<file path="src/rtl/phase_seq_if.sv">
// ---------------------------------------------------------------------------
// phase_seq_if
//   Memory-side handshake bundle for the phase sequencer.
//
//   imem_req   : instruction read request (sequencer -> imem)
//   imem_addr  : instruction address      (sequencer -> imem)
//   imem_rdata : instruction word         (imem -> sequencer)
//   imem_ack   : instruction read done    (imem -> sequencer)
//   dmem_req   : data access request      (sequencer -> dmem)
//   dmem_ack   : data access done         (dmem -> sequencer)
//
//   master : the sequencer side.  slave : the memory side.
// ---------------------------------------------------------------------------
interface phase_seq_if;
    logic        imem_req;
    logic [31:0] imem_addr;
    logic [31:0] imem_rdata;
    logic        imem_ack;
    logic        dmem_req;
    logic        dmem_ack;

    modport master (
        output imem_req,
        output imem_addr,
        input  imem_rdata,
        input  imem_ack,
        output dmem_req,
        input  dmem_ack
    );

    modport slave (
        input  imem_req,
        input  imem_addr,
        output imem_rdata,
        output imem_ack,
        input  dmem_req,
        output dmem_ack
    );
endinterface

</file>
<file path="src/rtl/phase_seq.sv">
// ---------------------------------------------------------------------------
// phase_seq
//   Multicycle phase sequencer and instruction register for the five-phase
//   core. Steps IDLE -> FWAIT -> F -> R -> X -> M -> W -> (FWAIT | HALT),
//   runs the instruction fetch handshake in FWAIT and the optional data
//   handshake in M, and holds the fetched word in ir for the whole
//   instruction.
//
//   Parameters
//     TIMEOUT   : max wait cycles on one handshake (timeout build only)
//
//   Ports
//     clk       : clock, rising edge
//     rst       : synchronous active-high reset
//     pc        : current program counter, forwarded as imem_addr
//     phase     : one-hot {w, m, x, r, f}; zero in IDLE/FWAIT/HALT
//     mem       : memory handshake bundle (phase_seq_if.master)
//     ir        : latched instruction word
//     dmem_need : current instruction accesses data memory (used in M)
//     halt      : current instruction is a halt (used in W)
//     halted    : sequencer stopped
//     err       : handshake timeout, sticky until rst
//
//   Build option
//     PHASE_SEQ_TIMEOUT_EN : when defined, an 8-bit wait counter bounds
//     each handshake to TIMEOUT cycles; on expiry the sequencer halts with
//     err set. When undefined, waits are unbounded and err is 0.
// ---------------------------------------------------------------------------
module phase_seq #(
    parameter int unsigned TIMEOUT = 255
) (
    input  logic               clk,
    input  logic               rst,
    input  logic [31:0]        pc,
    output logic [4:0]         phase,
    phase_seq_if.master        mem,
    output logic [31:0]        ir,
    input  logic               dmem_need,
    input  logic               halt,
    output logic               halted,
    output logic               err
);

    typedef enum logic [2:0] {
        S_IDLE,
        S_FWAIT,
        S_F,
        S_R,
        S_X,
        S_M,
        S_W,
        S_HALT
    } state_e;

    state_e      state_q, state_d;
    logic [31:0] ir_q, ir_d;

`ifdef PHASE_SEQ_TIMEOUT_EN
    localparam logic [7:0] WAIT_LAST = 8'(TIMEOUT - 1);

    logic [7:0] wait_cnt_q, wait_cnt_d;
    logic       err_q, err_d;
`endif

    // -----------------------------------------------------------------------
    // Next-state logic
    // -----------------------------------------------------------------------
    always_comb begin
        // NOTE: every signal written here gets a default first, so no path
        // leaves one unassigned and no latch is inferred.
        state_d = state_q;
        ir_d    = ir_q;
`ifdef PHASE_SEQ_TIMEOUT_EN
        err_d      = err_q;
        // Counter is zero outside a wait, so it is already clear on entry
        // to FWAIT or M.
        wait_cnt_d = 8'd0;
`endif

        unique case (state_q)
            S_IDLE: state_d = S_FWAIT;

            S_FWAIT: begin
                if (mem.imem_ack) begin
                    ir_d    = mem.imem_rdata;
                    state_d = S_F;
                end
`ifdef PHASE_SEQ_TIMEOUT_EN
                else if (wait_cnt_q == WAIT_LAST) begin
                    state_d = S_HALT;
                    err_d   = 1'b1;
                end else begin
                    wait_cnt_d = wait_cnt_q + 8'd1;
                end
`endif
            end

            S_F: state_d = S_R;
            S_R: state_d = S_X;
            S_X: state_d = S_M;

            S_M: begin
                if (!dmem_need || mem.dmem_ack) begin
                    state_d = S_W;
                end
`ifdef PHASE_SEQ_TIMEOUT_EN
                else if (wait_cnt_q == WAIT_LAST) begin
                    state_d = S_HALT;
                    err_d   = 1'b1;
                end else begin
                    wait_cnt_d = wait_cnt_q + 8'd1;
                end
`endif
            end

            S_W: state_d = halt ? S_HALT : S_FWAIT;

            S_HALT: state_d = S_HALT;

            default: state_d = S_IDLE;
        endcase
    end

    // -----------------------------------------------------------------------
    // State registers
    // -----------------------------------------------------------------------
    // NOTE: sequential state uses non-blocking assignments so every flop
    // samples the pre-edge value of its inputs.
    always_ff @(posedge clk) begin
        if (rst) begin
            state_q <= S_IDLE;
            ir_q    <= 32'd0;
`ifdef PHASE_SEQ_TIMEOUT_EN
            wait_cnt_q <= 8'd0;
            err_q      <= 1'b0;
`endif
        end else begin
            state_q <= state_d;
            ir_q    <= ir_d;
`ifdef PHASE_SEQ_TIMEOUT_EN
            wait_cnt_q <= wait_cnt_d;
            err_q      <= err_d;
`endif
        end
    end

    // -----------------------------------------------------------------------
    // Output decode (from registered state)
    // -----------------------------------------------------------------------
    always_comb begin
        phase = 5'b00000;
        unique case (state_q)
            S_F:     phase = 5'b00001;
            S_R:     phase = 5'b00010;
            S_X:     phase = 5'b00100;
            S_M:     phase = 5'b01000;
            S_W:     phase = 5'b10000;
            default: phase = 5'b00000;
        endcase
    end

    assign mem.imem_req  = (state_q == S_FWAIT);
    assign mem.imem_addr = pc;
    // dmem_need comes from the decoder off the stable ir, so gating the
    // request with it only shapes the M state, it never glitches the phase.
    assign mem.dmem_req  = (state_q == S_M) && dmem_need;
    assign halted        = (state_q == S_HALT);
    assign ir            = ir_q;

`ifdef PHASE_SEQ_TIMEOUT_EN
    assign err = err_q;
`else
    assign err = 1'b0;
    // TIMEOUT only matters in the timeout build.
    logic [31:0] unused_timeout;
    assign unused_timeout = TIMEOUT;
`endif

endmodule

</file>
<file path="src/flat_wrapper.sv">
// flat-port wrapper written by rule: the top's interface ports become plain ports
module phase_seq_flat 
#(
    parameter int unsigned TIMEOUT = 255
)
  (clk, rst, pc, phase, ir, dmem_need, halt, halted, err, mem_imem_req, mem_imem_addr, mem_imem_rdata, mem_imem_ack, mem_dmem_req, mem_dmem_ack);
  phase_seq_if mem_i ();
  input  logic clk;
  input  logic rst;
  input  logic [31:0] pc;
  output logic [4:0] phase;
  output logic [31:0] ir;
  input  logic dmem_need;
  input  logic halt;
  output logic halted;
  output logic err;
  output wire logic [$bits(mem_i.imem_req)-1:0] mem_imem_req;
  output wire logic [$bits(mem_i.imem_addr)-1:0] mem_imem_addr;
  input wire logic [$bits(mem_i.imem_rdata)-1:0] mem_imem_rdata;
  input wire logic [$bits(mem_i.imem_ack)-1:0] mem_imem_ack;
  output wire logic [$bits(mem_i.dmem_req)-1:0] mem_dmem_req;
  input wire logic [$bits(mem_i.dmem_ack)-1:0] mem_dmem_ack;
  assign mem_imem_req = mem_i.imem_req;
  assign mem_imem_addr = mem_i.imem_addr;
  assign mem_i.imem_rdata = mem_imem_rdata;
  assign mem_i.imem_ack = mem_imem_ack;
  assign mem_dmem_req = mem_i.dmem_req;
  assign mem_i.dmem_ack = mem_dmem_ack;
  phase_seq #(.TIMEOUT(TIMEOUT)) u_core (.clk(clk), .rst(rst), .pc(pc), .phase(phase), .mem(mem_i), .ir(ir), .dmem_need(dmem_need), .halt(halt), .halted(halted), .err(err));
endmodule
</file>
<file path="config.mk">
export PLATFORM = sky130hd
export DESIGN_NAME = phase_seq_flat
export DESIGN_NICKNAME = d
export VERILOG_FILES = /design/src/rtl/phase_seq_if.sv /design/src/rtl/phase_seq.sv /design/src/flat_wrapper.sv
export SDC_FILE = /design/constraint.sdc
export NUM_CORES = 1
export LEC_CHECK = 0
export CORE_MARGIN = 3
export CORE_UTILIZATION = 31
export DETAILED_ROUTE_END_ITERATION = 8
export GPL_TIMING_DRIVEN = 0
export PLACE_DENSITY = 0.88
export SYNTH_ARGS = -nofsm -noshare
export SYNTH_HDL_FRONTEND = slang
export SYNTH_SLANG_ARGS = --single-unit
</file>
<file path="constraint.sdc">
create_clock -name clk -period 1.5 [get_ports clk]
set_input_delay 0.3 -clock clk [delete_from_list [all_inputs] [get_ports clk]]
set_output_delay 0.3 -clock clk [all_outputs]
set_load 0.02 [all_outputs]
</file>
==> summary.txt, run 1 <==
Status
  – Run status: complete, no violations

Placed design
  – HPWL after detailed placement: 3660 um
  – Setup slack after placement: -0.381 ns
  – Buffers on Ports: 108
  – Gp weighted congestion: 0.723
  – Post-placement cell count: 378

Critical path
  – CP endpoint kind: output port
  – R2R cell count: 6
  – End of the worst register-to-register path: u_core.ir[20]$_SDFFE_PP0P_
  – Crit path launch: u_core.state_q[2]$_SDFFE_PP0P_
  – Setup crit end: mem_dmem_req
  – Kind of critical path: reg2out
  – Endpoint arrival time on the critical path: 1.20 ns
  – Data required time at the worst endpoint: 1.20 ns
  – Largest driver fanout on the critical path: 5
  – Reg2reg setup slack: 0.18 ns
  – RR Startpoint: u_core.state_q[1]$_SDFFE_PP0P_
  – Setup crit start kind: flip-flop

Pwr
  – Switching part of the total power: 28.4%
  – Relative contribution of sequential cells to total power: 42.6%
  – Final Power: 2360 uW
  – Share of total power in the clock network: 27.5%
  – Share of power burned in combinational logic: 29.8%
  – Pwr Density: 777 nW/um2
  – Peak supply drop: 0.554 mV
  – Static leakage: 0.00136 uW
  – Cell internal pwr: 1690 uW
  – Switching power: 671 uW

Timing
  – Min Hold Slack: 0.395 ns
  – Number of endpoints with negative hold slack in the final report: 0
  – Slew HR: 66.4%
  – Setup slack of the critical path after layout: 0.00365 ns
  – Worst Clk Skew: 0.00395 ns
  – Highest clock frequency the design can meet: 668 MHz
  – Post-layout minimum cycle time: 1.50 ns
  – Ratio of final minimum period to clock period: 99.8%
  – Number of endpoints failing setup at the final stage: 0
  – Transition time of the tightest slew-check pin: 0.504 ns
  – Slew Limit Fails: 0
  – Setup repair after global routing missed its margin: yes

Min path
  – Class of the tightest hold or removal check: in2reg

CTS
  – Clk pin slew, worst setup/hold paths: 0.07 ns
  – Clock insertion delay at the later pin of the skew report: 0.28 ns
  – Clock tree from TritonCTS: done
  – # clock sinks: 35
  – H-tree level count: 2
  – Clock buffers created by TritonCTS: 5
  – Hold buffers post-CTS: 0
  – Clock root cell: sky130_fd_sc_hd__clkbuf_8
  – Clock Tree Buf Depth: 2

Global routing
  – Antenna violations before repair: 0
  – Maximum number of pins on one net before global-route repair: 12
  – Sum of overflow across all layers after global routing: 0
  – Grt peak-use layer: met2
  – Met1 track utilization from global routing: 15.2%
  – Met3 usage: 4.64%
  – Met2 Use GR: 28.0%
  – Combined global-route utilization of all metal layers: 14.7%
  – Vias in the first global route: 1622
  – First-pass GRT wire length: 7180 um

Yosys
  – Synthesized instance count: 203
  – Mean cell area of the mapped netlist: 7.85 um2
  – Post-synthesis share of cell area spent on xor and xnor gates: 0%
  – Adder-cell share of the synthesized area: 0%
  – Area fraction in compound gates after synthesis: 12.7%
  – Warning count from the yosys run: 0
  – Synthesized net count: 273
  – Share of the synthesized area in the top cell type: 44.0%
  – Area contributors post-synth: sky130_fd_sc_hd__dfxtp_1 44%, sky130_fd_sc_hd__buf_4 16%, sky130_fd_sc_hd__nand2_1 15%
  – Yosys cell types: 24
  – Mapped cell area: 1590 um2
  – Fraction of synthesized area in multiplexers: 0%
  – Cell taking the most area after synthesis: sky130_fd_sc_hd__dfxtp_1
  – Sequential cell area fraction in the yosys report: 44.0%
  – Main combinational cell family by area after synthesis: simple AND/OR/NAND/NOR gates
  – Synth Register Bits: 35
  – Area fraction in and, or, nand and nor cells after synthesis: 21.6%

Route
  – DR iter-0 viols: 21
  – Routed length per placed instance: 12.7 um
  – First drt pass iteration count: 4
  – Final routed wirelength across all metal layers: 5040 um
  – Detail Route Antenna Nets: 0
  – Post-detailed-route DRC marker count: 0
  – Vias per cell: 4.36
  – Total vias in the final route: 1721

Layout
  – Number of filler instances in the final layout: 438
  – Ratio of cells with drive above 1 in the final layout: 25.6%
  – Final nets: 397
  – Layout-stage area growth over the synthesis result: 90.9%
  – Final Instance Count excl. Fillers: 395
  – Leading cell types in the layout, fill and taps excluded: 68 x sky130_fd_sc_hd__clkdlybuf4s50_1, 64 x sky130_fd_sc_hd__nand2_1, 40 x sky130_fd_sc_hd__buf_4
  – Total inserted antenna cells: 0
  – Commonest non-fill, non-tap cell in the layout: sky130_fd_sc_hd__clkdlybuf4s50_1

Die
  – Chip width: 77.7 um
  – Die area: 6030 um2
  – Height of the die: 77.7 um
  – Ports placed on the boundary: 143
  – Core outline area: 4850 um2
  – Initial standard-cell utilization of the core: 32.9%
  – Total number of placement rows: 25

Run
  – Number of max-cap violations: 0
-- worst min path at each step --
stage,depth (start not counted),startpoint,to,slack (ns)
finish,2,rst,u_core.ir[11]$_SDFFE_PP0P_,0.39
floorplan,2,mem_imem_rdata[11],u_core.ir[11]$_SDFFE_PP0P_,0.44
global placement,2,u_core.ir[16]$_SDFFE_PP0P_,u_core.ir[16]$_SDFFE_PP0P_,0.44
CTS,2,rst,u_core.ir[11]$_SDFFE_PP0P_,0.39
global route,2,rst,u_core.ir[11]$_SDFFE_PP0P_,0.43
detailed placement,2,u_core.ir[11]$_SDFFE_PP0P_,u_core.ir[11]$_SDFFE_PP0P_,0.45
-- final cells by class --
cell class	count	area [um2]	area share, %
Inverter	1	6.26	0.206
Sequential cell	35	712	23.4
Clock buffer	6	72.6	2.39
Tap cell	67	83.8	2.76
Buffer	47	374	12.3
Clock inverter	2	12.5	0.412
Multi-Input combinational cell	119	603	19.8
Timing Repair Buffer	118	1180	38.7
-- registers in the layout, indices dropped and copies added (netlist names) --
signal          count
u_core.ir          32
u_core.state_q      3
-- cells in the mapped netlist --
master	n
sky130_fd_sc_hd__a31oi_1	1
sky130_fd_sc_hd__nor3_1	1
sky130_fd_sc_hd__clkbuf_1	5
sky130_fd_sc_hd__nor3b_1	4
sky130_fd_sc_hd__and2_1	1
sky130_fd_sc_hd__o21ai_0	2
sky130_fd_sc_hd__nand2_1	65
sky130_fd_sc_hd__or3_1	1
sky130_fd_sc_hd__nor2_1	1
sky130_fd_sc_hd__buf_4	34
sky130_fd_sc_hd__clkbuf_2	1
sky130_fd_sc_hd__a21o_1	1
sky130_fd_sc_hd__a2111oi_0	1
sky130_fd_sc_hd__nand4bb_1	1
sky130_fd_sc_hd__conb_1	1
sky130_fd_sc_hd__nand2b_1	1
sky130_fd_sc_hd__buf_6	3
sky130_fd_sc_hd__nor2b_1	1
sky130_fd_sc_hd__and3_1	2
sky130_fd_sc_hd__buf_2	5
sky130_fd_sc_hd__a21oi_1	34
sky130_fd_sc_hd__inv_1	1
sky130_fd_sc_hd__and4bb_1	1
sky130_fd_sc_hd__dfxtp_1	35
-- metrics by stage --
step	setup TNS [ns]	area [um2]	util (%)
2_1_floorplan	0	1590	-
3_3_place_gp	-3.17	2760	56.9
3_5_place_dp	-4.53	2760	56.9
4_1_cts	-0.169	2810	58.0
5_1_grt	-0.0362	3040	62.7
6_report	0	3040	62.7
-- power by group through the flow --
stage | Sequential, uW | Clock (uW) | Combinational (uW)
2_1_floorplan | 1080 | 0 | 281
3_3_place_gp | 1020 | 0 | 644
3_5_place_dp | 1020 | 0 | 655
4_1_cts | 1000 | 670 | 638
5_1_grt | 1010 | 713 | 751
6_report | 1010 | 650 | 705
-- worst max-delay path, cell delays in order, from the launching register on --
cell and delay, ns:
sky130_fd_sc_hd__dfxtp_4 0.39, sky130_fd_sc_hd__buf_8 0.11, sky130_fd_sc_hd__and3_4 0.18, sky130_fd_sc_hd__and2_4 0.13, sky130_fd_sc_hd__buf_6 0.10
-- per-layer routing --
metal / up-vias / wire (um)
met4: 0 / 23
li1: 870 / -
met2: 79 / 2740
met1: 768 / 1910
met5: - / 0
met3: 4 / 359
-- cell families after synthesis --
logic type	count (synthesis)
other cells	1
simple gates	79
compound gates	39
flops	35
buf+inv	49
-- repair_timing --
item	CTS	global route
resized for setup	81	30
setup buffers	2	4
setup endpoints to repair	40	38
pin swaps	0	4
cloned	0	5
No activity file was read; power rests on OpenSTA's default activity.
==> run 2, diff against run 1 <==
CAP_MARGIN = 20   (was default)
==> results of run 2 <==
Same layout as run 1: the final DEF is identical, and so are final timing and power.
==> run 3, diff against run 2 <==
REMOVE_ABC_BUFFERS = 1   (was default)
clock period = 1.4 ns   (was 1.5 ns; I/O delays follow)
==> run 3 against run 2 <==
  * The run now ends with negative setup slack left
  * Non-clock buffer count shrank 79
  * Sequential share of layout area rose by 7.6 points
  * Utilization decreased by 15 points
  * Sequential power grew 7%
  * Clock skew grew 0.0031 ns
  * Design area fell by 24%
  * Combinational power decreased by 35%
  * Cell count down 20%
  * Total power shrank 7.3%
  * Critical path type unchanged
  * Largest cell class unchanged
  * Largest power group unchanged
==> summary.txt, run 3 (synthesis gave the netlist of run 1 again) <==
CTS
  – Clock insertion delay at the later pin of the skew report: 0.28 ns (about the same)
  – Hold buffers post-CTS: 0 (unchanged)
  – Clock root cell: sky130_fd_sc_hd__clkbuf_8
  – H-tree level count: 2 (unchanged)
  – Clock Tree Buf Depth: 2 (unchanged)
  – Clock tree from TritonCTS: done
  – Clk pin slew, worst setup/hold paths: 0.07 ns (about the same)
  – Clock buffers created by TritonCTS: 5 (unchanged)
  – # clock sinks: 35 (unchanged)

Critical path
  – Largest driver fanout on the critical path: 12 (+7)
  – Data required time at the worst endpoint: 1.12 ns (-0.08 ns)
  – Setup crit start kind: flip-flop
  – Worst stage delay on the critical path: 0.41 ns (+0.02 ns)
  – CP endpoint kind: output port
  – Chain of cells forming the critical path: and3_4, and2_4, buf_6
  – Worst path buffer plus inverter count: 1 (-1)
  – Kind of critical path: reg2out
  – Endpoint arrival time on the critical path: 1.13 ns (-0.07 ns)
  – Highest-delay cell along the critical path: sky130_fd_sc_hd__dfxtp_4
  – Cell family with the largest share of critical-path delay: flip-flops

Status
  – Violations in the final reports: negative setup slack
  – Run status: finished with violations

Route
  – Total vias in the final route: 1462 (-15%)
  – Post-detailed-route DRC marker count: 0 (unchanged)
  – Routed length per placed instance: 15.9 um (+25%)
  – DR iter-0 viols: 23 (+9.5%)
  – Vias per cell: 4.64 (+6.5%)
  – Final routed wirelength across all metal layers: 5020 um (-0.40%)
  – First drt pass iteration count: 4 (unchanged)
  – Detail Route Antenna Nets: 0 (unchanged)

Timing
  – Highest clock frequency the design can meet: 711 MHz
  – Post-layout minimum cycle time: 1.41 ns
  – Setup slack of the critical path after layout: -0.00740 ns (-0.0110 ns)
  – Transition time of the tightest slew-check pin: 0.660 ns (+0.156 ns)
  – Worst Clk Skew: 0.00709 ns (+0.00315 ns)
  – Setup repair after global routing missed its margin: yes
  – Final setup TNS: -0.00740 ns (-0.00740 ns)
  – Ratio of final minimum period to clock period: 101%
  – Slew Limit Fails: 0 (unchanged)
  – Number of endpoints with negative hold slack in the final report: 0 (unchanged)
  – Slew HR: 56.0% (-10 points)
  – Number of endpoints failing setup at the final stage: 1 (+1)

Min path
  – Class of the tightest hold or removal check: reg2reg

Die
  – Core outline area: 4850 um2 (unchanged)
  – Initial standard-cell utilization of the core: 32.9% (unchanged)
  – Chip width: 77.7 um (unchanged)
  – Ports placed on the boundary: 143 (unchanged)
  – Die area: 6030 um2 (unchanged)
  – Total number of placement rows: 25 (unchanged)
  – Height of the die: 77.7 um (unchanged)

Layout
  – Number of flip-flops under the largest register name: 32 (unchanged)
  – Leading cell types in the layout, fill and taps excluded: 65 x sky130_fd_sc_hd__nand2_1, 35 x sky130_fd_sc_hd__clkdlybuf4s50_1, 33 x sky130_fd_sc_hd__dlygate4sd2_1
  – Number of filler instances in the final layout: 487 (+11%)
  – Sequential cell area in the final layout: 712 um2 (unchanged)
  – Multi-input logic area: 617 um2 (+2.3%)
  – Total inserted antenna cells: 0 (unchanged)
  – Design area: 2300 um2 (-24%)
  – Final nets: 319 (-20%)
  – Ratio of cells with drive above 1 in the final layout: 14.5% (-11 points)
  – Layout-stage area growth over the synthesis result: 44.3%
  – Commonest non-fill, non-tap cell in the layout: sky130_fd_sc_hd__nand2_1

Pwr
  – Relative contribution of sequential cells to total power: 49.4% (+6.8 points)
  – Static leakage: 0.000996 uW (-27%)
  – Cell internal pwr: 1610 uW (-4.8%)
  – Pwr Density: 953 nW/um2 (+23%)
  – Switching part of the total power: 26.5% (-1.9 points)
  – Final Power: 2190 uW (-7.3%)
  – Share of power burned in combinational logic: 20.8% (-9.0 points)
  – Share of total power in the clock network: 29.8% (+2.3 points)
  – Switching power: 580 uW (-13%)
  – Peak supply drop: 0.492 mV (-11%)

Placed design
  – Gp weighted congestion: 0.666 (-7.9%)
  – HPWL after detailed placement: 3590 um (-1.9%)
  – Buffers on Ports: 77 (-29%)
  – Area after detailed placement: 2140 um2 (-22%)

Global routing
  – Antenna violations before repair: 0 (unchanged)
  – First-pass GRT wire length: 7650 um (+6.6%)
  – Maximum number of pins on one net before global-route repair: 20 (+8)
  – Vias in the first global route: 1416 (-13%)
  – Sum of overflow across all layers after global routing: 0 (unchanged)
  – Combined global-route utilization of all metal layers: 16.8% (+2.1 points)

Run
  – Number of max-cap violations: 0 (unchanged)
[run 3: layer usage]
layer	part of all wire, %	up-vias	track usage [%]
li1	-	711	-
met1	43	649	20.4
met2	41	94	22.8
met3	14	6	12.3
met4	0.34	2	4.27
met5	0.96	-	9.09
[run 3: worst reg2reg max path, cell delays in order (launching register included)]
cell and delay [ns]:
sky130_fd_sc_hd__dfxtp_4 0.36, sky130_fd_sc_hd__buf_4 0.15, sky130_fd_sc_hd__and4bb_4 0.50, sky130_fd_sc_hd__nand2_1 0.09
sky130_fd_sc_hd__a21oi_1 0.13
[run 3: power by group through the flow]
stage	combinational (uW)	clock (uW)	sequential (uW)
after floorplan	116	0	1160
after global placement	421	0	1110
after detailed placement	437	0	1110
after CTS	444	692	1080
after global routing	495	736	1090
final	455	654	1080
[run 3: timing repair]
item,in CTS,in global routing
resized for setup,87,11
cloned,1,0
setup endpoints to repair,73,14
pin swaps,2,1
buffers inserted,4,3
endpoints found under the hold margin,0,0
[run 3: path summary, 6_finish.rpt]
check	start	to	slack, ns	depth (start not counted)
worst min register to register	u_core.ir[15]$_SDFFE_PP0P_	u_core.ir[15]$_SDFFE_PP0P_	0.45	2
worst max-delay path	u_core.state_q[0]$_SDFFE_PP0P_	mem_dmem_req	-0.007	3
worst min-delay path	u_core.ir[15]$_SDFFE_PP0P_	u_core.ir[15]$_SDFFE_PP0P_	0.45	2
worst max register to register	u_core.state_q[1]$_SDFFE_PP0P_	u_core.ir[26]$_SDFFE_PP0P_	0.08	4
[run 3: metrics by stage]
stage | hold WS, ns | instances | utilization [%] | setup slack (ns)
2_1_floorplan | 0.349 | 155 | - | -0.210
3_3_place_gp | 0.441 | 299 | 43.5 | -1.07
3_5_place_dp | 0.446 | 301 | 44.1 | -0.786
4_1_cts | 0.452 | 312 | 46.2 | -0.0529
5_1_grt | 0.477 | 315 | 47.4 | -0.0746
6_report | 0.450 | 315 | 47.4 | -0.00740
[run 3: cell type report]
type                    instances  area share, %
clock buffers                   6           3.16
well taps                      67           3.65
flip-flops and latches         35           31.0
repair buffers                 86           35.1
inverters                       1          0.272
multi-input cells             120           26.8
==> RTL edit 1, RTL diff (settings of run 3) <==
The option `PHASE_SEQ_TIMEOUT_EN` is turned on by a define.
--- a/src/rtl/phase_seq.sv
+++ b/src/rtl/phase_seq.sv
@@ -27,4 +27,6 @@
 //     err set. When undefined, waits are unbounded and err is 0.
 // ---------------------------------------------------------------------------
+`define PHASE_SEQ_TIMEOUT_EN
+
 module phase_seq #(
     parameter int unsigned TIMEOUT = 255
Check against the original RTL: same outputs for any inputs over 10 cycles, from zero or initial values and one cycle with rst high; that may be too few to reach the edited logic, so the function may still have changed.
==> RTL edit 1 against run 3 <==
  * Largest power group unchanged
  * Clock skew fell by 2.4 ps
  * The flow still finishes with violations (setup timing)
  * Critical path depth rose by 5
  * Critical path type is now register to register
  * Sequential power rose by 25%
  * Sequential cell count rose by 9
  * Combinational power rose by 76%
  * Synthesized area rose by 25%
  * Wire length rose by 44%
  * Utilization rose by 6.1 points
  * Total power rose by 35%
  * Setup slack got worse by 200 ps
  * Largest cell class is now multi-input combinational cells
  * Cell area rose by 41%
==> RTL edit 1: results (changes against run 3) <==
clk pwr 808 uW (was 654 uW); RD Place Congestion 0.819 (was 0.666); first-pass GRT wire length 10700 microns (was 7650 microns); pin count of the biggest net entering global routing 33 (was 20); Worst Tran Pin Value 792 ps (was 660 ps); status finished, violations left (unchanged); met2 global-route usage 29.4% (was 22.8%); DR vias 1916 (was 1462); failing checks setup timing (unchanged); final worst slack -211 ps (was -7.40 ps); setup bufs post-CTS 16 (was 4); critical path's largest stage delay 390 ps (was 410 ps); Peak VDD IR 0.000402 V (was 0.000492 V); pre-CTS WS -789 ps (was -786 ps); Synth cell types 29 (was 24); CP max FO 5 (was 12); Post-synth top cells 70 x nand2_1, 44 x dfxtp_1, 34 x a21oi_1 (was 65 x nand2_1, 35 x dfxtp_1, 34 x a21oi_1, 34 x buf_4); Filler cells 532 (was 487); wire length on met3 1040 microns (was 692 microns); number of global-route vias before repair 1977 (was 1416); Critical-path top delay cell dfxtp_4 (unchanged); count of final setup violators 40 (was 1); Post-CTS Resized 143 (was 87); layout cell share with drive strength beyond 1 36.8% (was 14.5%); sw frac 29.2% (was 26.5%); Met1 Wirelength 2700 microns (was 2180 microns); metal2 WL 3340 microns (was 2080 microns)
## RTL edit 1: changes by cell type after synthesis, moves of 4 or more
cell     delta
nor2_1     +10
nand2_1     +5
nor3b_1     -4
buf_2       -5
dfxtp_1     +9
nand3_1     +4
## RTL edit 1: area by class of cell
class | count | share of cell area (%)
sequential | 44 | 27.5
clock inverter | 2 | 0.309
clock buffer | 6 | 2.55
inverter | 6 | 0.848
timing repair buffer | 100 | 32.6
multi-input combinational | 152 | 33.2
tap | 75 | 2.89
## RTL edit 1: final timing paths
path,startpoint,endpoint,slack (ps),cells past startpoint
setup / recovery,u_core.state_q[0],u_core.ir[16],-210,8
setup reg to reg,u_core.state_q[0],u_core.ir[16],-210,8
hold / removal,u_core.ir[26],u_core.ir[26],460,2
hold reg to reg,u_core.ir[26],u_core.ir[26],460,2
## RTL edit 1: kinds of logic after synthesis
| group | Yosys count | share of synthesized area (%) |
|---|---|---|
| AO/OA/AOI/OAI | 42 | 11.4 |
| adder cells (fa/ha/maj) | 2 | 1.26 |
| flip-flops | 44 | 44.4 |
| buffers and inverters | 52 | 18.2 |
| XOR/XNOR | 5 | 2.21 |
| multiplexers | 2 | 1.01 |
| AND/OR/NAND/NOR | 101 | 21.6 |
## RTL edit 1: per-stage QoR
step / utilization (%) / power, mW / std cells / area (sq um) / setup TNS, ps
floorplan: - / 1.60 / 202 / 1650 / -16570
global placement: 41.6 / 1.88 / 355 / 2520 / -42960
detailed placement: 42.3 / 1.91 / 357 / 2560 / -31120
CTS: 50.7 / 2.92 / 384 / 3070 / -5410
global route: 53.5 / 3.12 / 385 / 3240 / -9300
finish: 53.5 / 2.96 / 385 / 3240 / -6140
==> RTL edit 2, RTL diff (settings of run 3) <==
Without the edit above. `ir_q` no longer has a reset.
--- a/src/rtl/phase_seq.sv
+++ b/src/rtl/phase_seq.sv
@@ -130,5 +130,4 @@
         if (rst) begin
             state_q <= S_IDLE;
-            ir_q    <= 32'd0;
 `ifdef PHASE_SEQ_TIMEOUT_EN
             wait_cnt_q <= 8'd0;
@@ -137,5 +136,4 @@
         end else begin
             state_q <= state_d;
-            ir_q    <= ir_d;
 `ifdef PHASE_SEQ_TIMEOUT_EN
             wait_cnt_q <= wait_cnt_d;
@@ -143,4 +141,8 @@
 `endif
         end
+    end
+
+    always_ff @(posedge clk) begin
+        ir_q <= ir_d;
     end
 
Behaviour: differs if rst is asserted again (counterexample within 4 cycles, from zero or initial values and one cycle with rst high); with rst held inactive, the same outputs for 10 cycles.
==> RTL edit 2 against run 3 <==
  * The flow still finishes with violations (setup timing)
  * Synthesized cell count fell by 54%
  * Maximum frequency fell by 0.38%
  * Sequential cell count did not move
  * Wire length fell by 21%
  * Final cell count fell by 36%
  * Register-to-register slack got worse by 50 ps
  * Via count fell by 37%
  * Die area fell by 9.5%
  * Sequential power rose by 14%
  * Synthesized area fell by 10%
  * Total power rose by 1.9%
  * Setup slack got worse by 5.3 ps
  * Cell area fell by 6.0%
  * Hold slack improved by 72 ps
  * Critical path type unchanged
  * Largest power group unchanged
==> RTL edit 2: results (changes against run 3) <==
EDFF count, synth 32 (was 0); skew final 3.25 ps (was 7.09 ps); Synth cell types 21 (was 24); Post-synth top cells 33 x buf_4, 32 x edfxtp_1, 3 x dfxtp_1, 3 x nor3b_1 (was 65 x nand2_1, 35 x dfxtp_1, 34 x a21oi_1, 34 x buf_4); DR WL/cell 19.6 microns (was 15.9 microns); register-to-register setup slack 30 ps (was 80 ps); Hold EP u_core.state_q[0] (was u_core.ir[15]); number of global-route vias before repair 960 (was 1416); count of final setup violators 2 (was 1); Iter 0 DRT Violations 20 (was 23); pin count of the biggest net entering global routing 18 (was 20); failing checks setup timing (unchanged); Synth Area per Inst 15.4 sq um (was 7.85 sq um); Worst Setup SP u_core.state_q[1] (was u_core.state_q[0]); Post-CTS Resized 78 (was 87); cts bufs inserted 5 (unchanged); Detailed Place HPWL 3270 microns (was 3590 microns); layout cell share with drive strength beyond 1 23.3% (was 14.5%); DRT Pass-1 Iters 2 (was 4); layout net count 219 (was 319); GRT Resource Usage Total 14.3% (was 16.8%); RD Place Congestion 0.680 (was 0.666); Worst R2R Path Depth 4 (unchanged); Hold WS 523 ps (was 450 ps); setup bufs post-CTS 3 (was 4); max reg flops 32 (unchanged); Peak VDD IR 0.000460 V (was 0.000492 V); pre-CTS WS -590 ps (was -786 ps); Worst Hold Depth 1 (was 2); status finished, violations left (unchanged); placed cell areas 2030 sq um (was 2140 sq um); DR vias 925 (was 1462); sequential fraction of the synthesis area 71.5% (was 44.0%); vias per inst 4.58 (was 4.64); worst reg2reg endpoint u_core.ir[19] (was u_core.ir[26]); Clock Pin Slew Worst Setup and Hold Paths 60 ps; P_leak 0.832 nW (was 0.996 nW); Sum Neg Setup Slack -13.4 ps (was -7.40 ps); critical path's largest stage delay 370 ps (was 410 ps); final worst slack -12.7 ps (was -7.40 ps); dpl cells 188 (was 301); hold path start u_core.state_q[0] (was u_core.ir[15]); first-pass GRT wire length 5290 microns (was 7650 microns); CP max FO 5 (was 12); top post-synthesis cells by area edfxtp_1 67%, buf_4 17%, dfxtp_1 4.2% (was dfxtp_1 44%, buf_4 16%, nand2_1 15%)
RTL edit 2: cells by family (layout without fill, tap and decap cells):
family,Yosys count,after routing,synth area share (%)
buffers and inverters,36,93,18.7
DFF,35,35,71.5
and+or+nand+nor,14,14,6.04
AOI/OAI and AO/OA,7,7,3.50
other,1,1,0.262
RTL edit 2: routing by layer:
layer  vias up  share of wire, %  wire length [microns]  track usage (%)
li1        402                 -                      -                -
met4         2                 0                      0             1.81
met1       427                39                   1550             15.8
met5         -              0.78                     31             7.07
met2        92                42                   1660             18.8
met3         2                18                    721             14.9
RTL edit 2: area by class of cell:
type	instances	area, sq um
fill	408	2250
tap	52	65.1
clock inverter	1	5.00
timing repair buffer	84	797
multi-input combinational	22	178
inverter	1	6.26
clock buffer	7	76.3
sequential	35	1030
RTL edit 2: power by group:
part           internal, mW  switching [mW]  leakage, nW
clock network         0.348           0.310       0.0422
logic                 0.193           0.155        0.468
registers              1.20          0.0244        0.322
total                  1.74           0.489        0.832
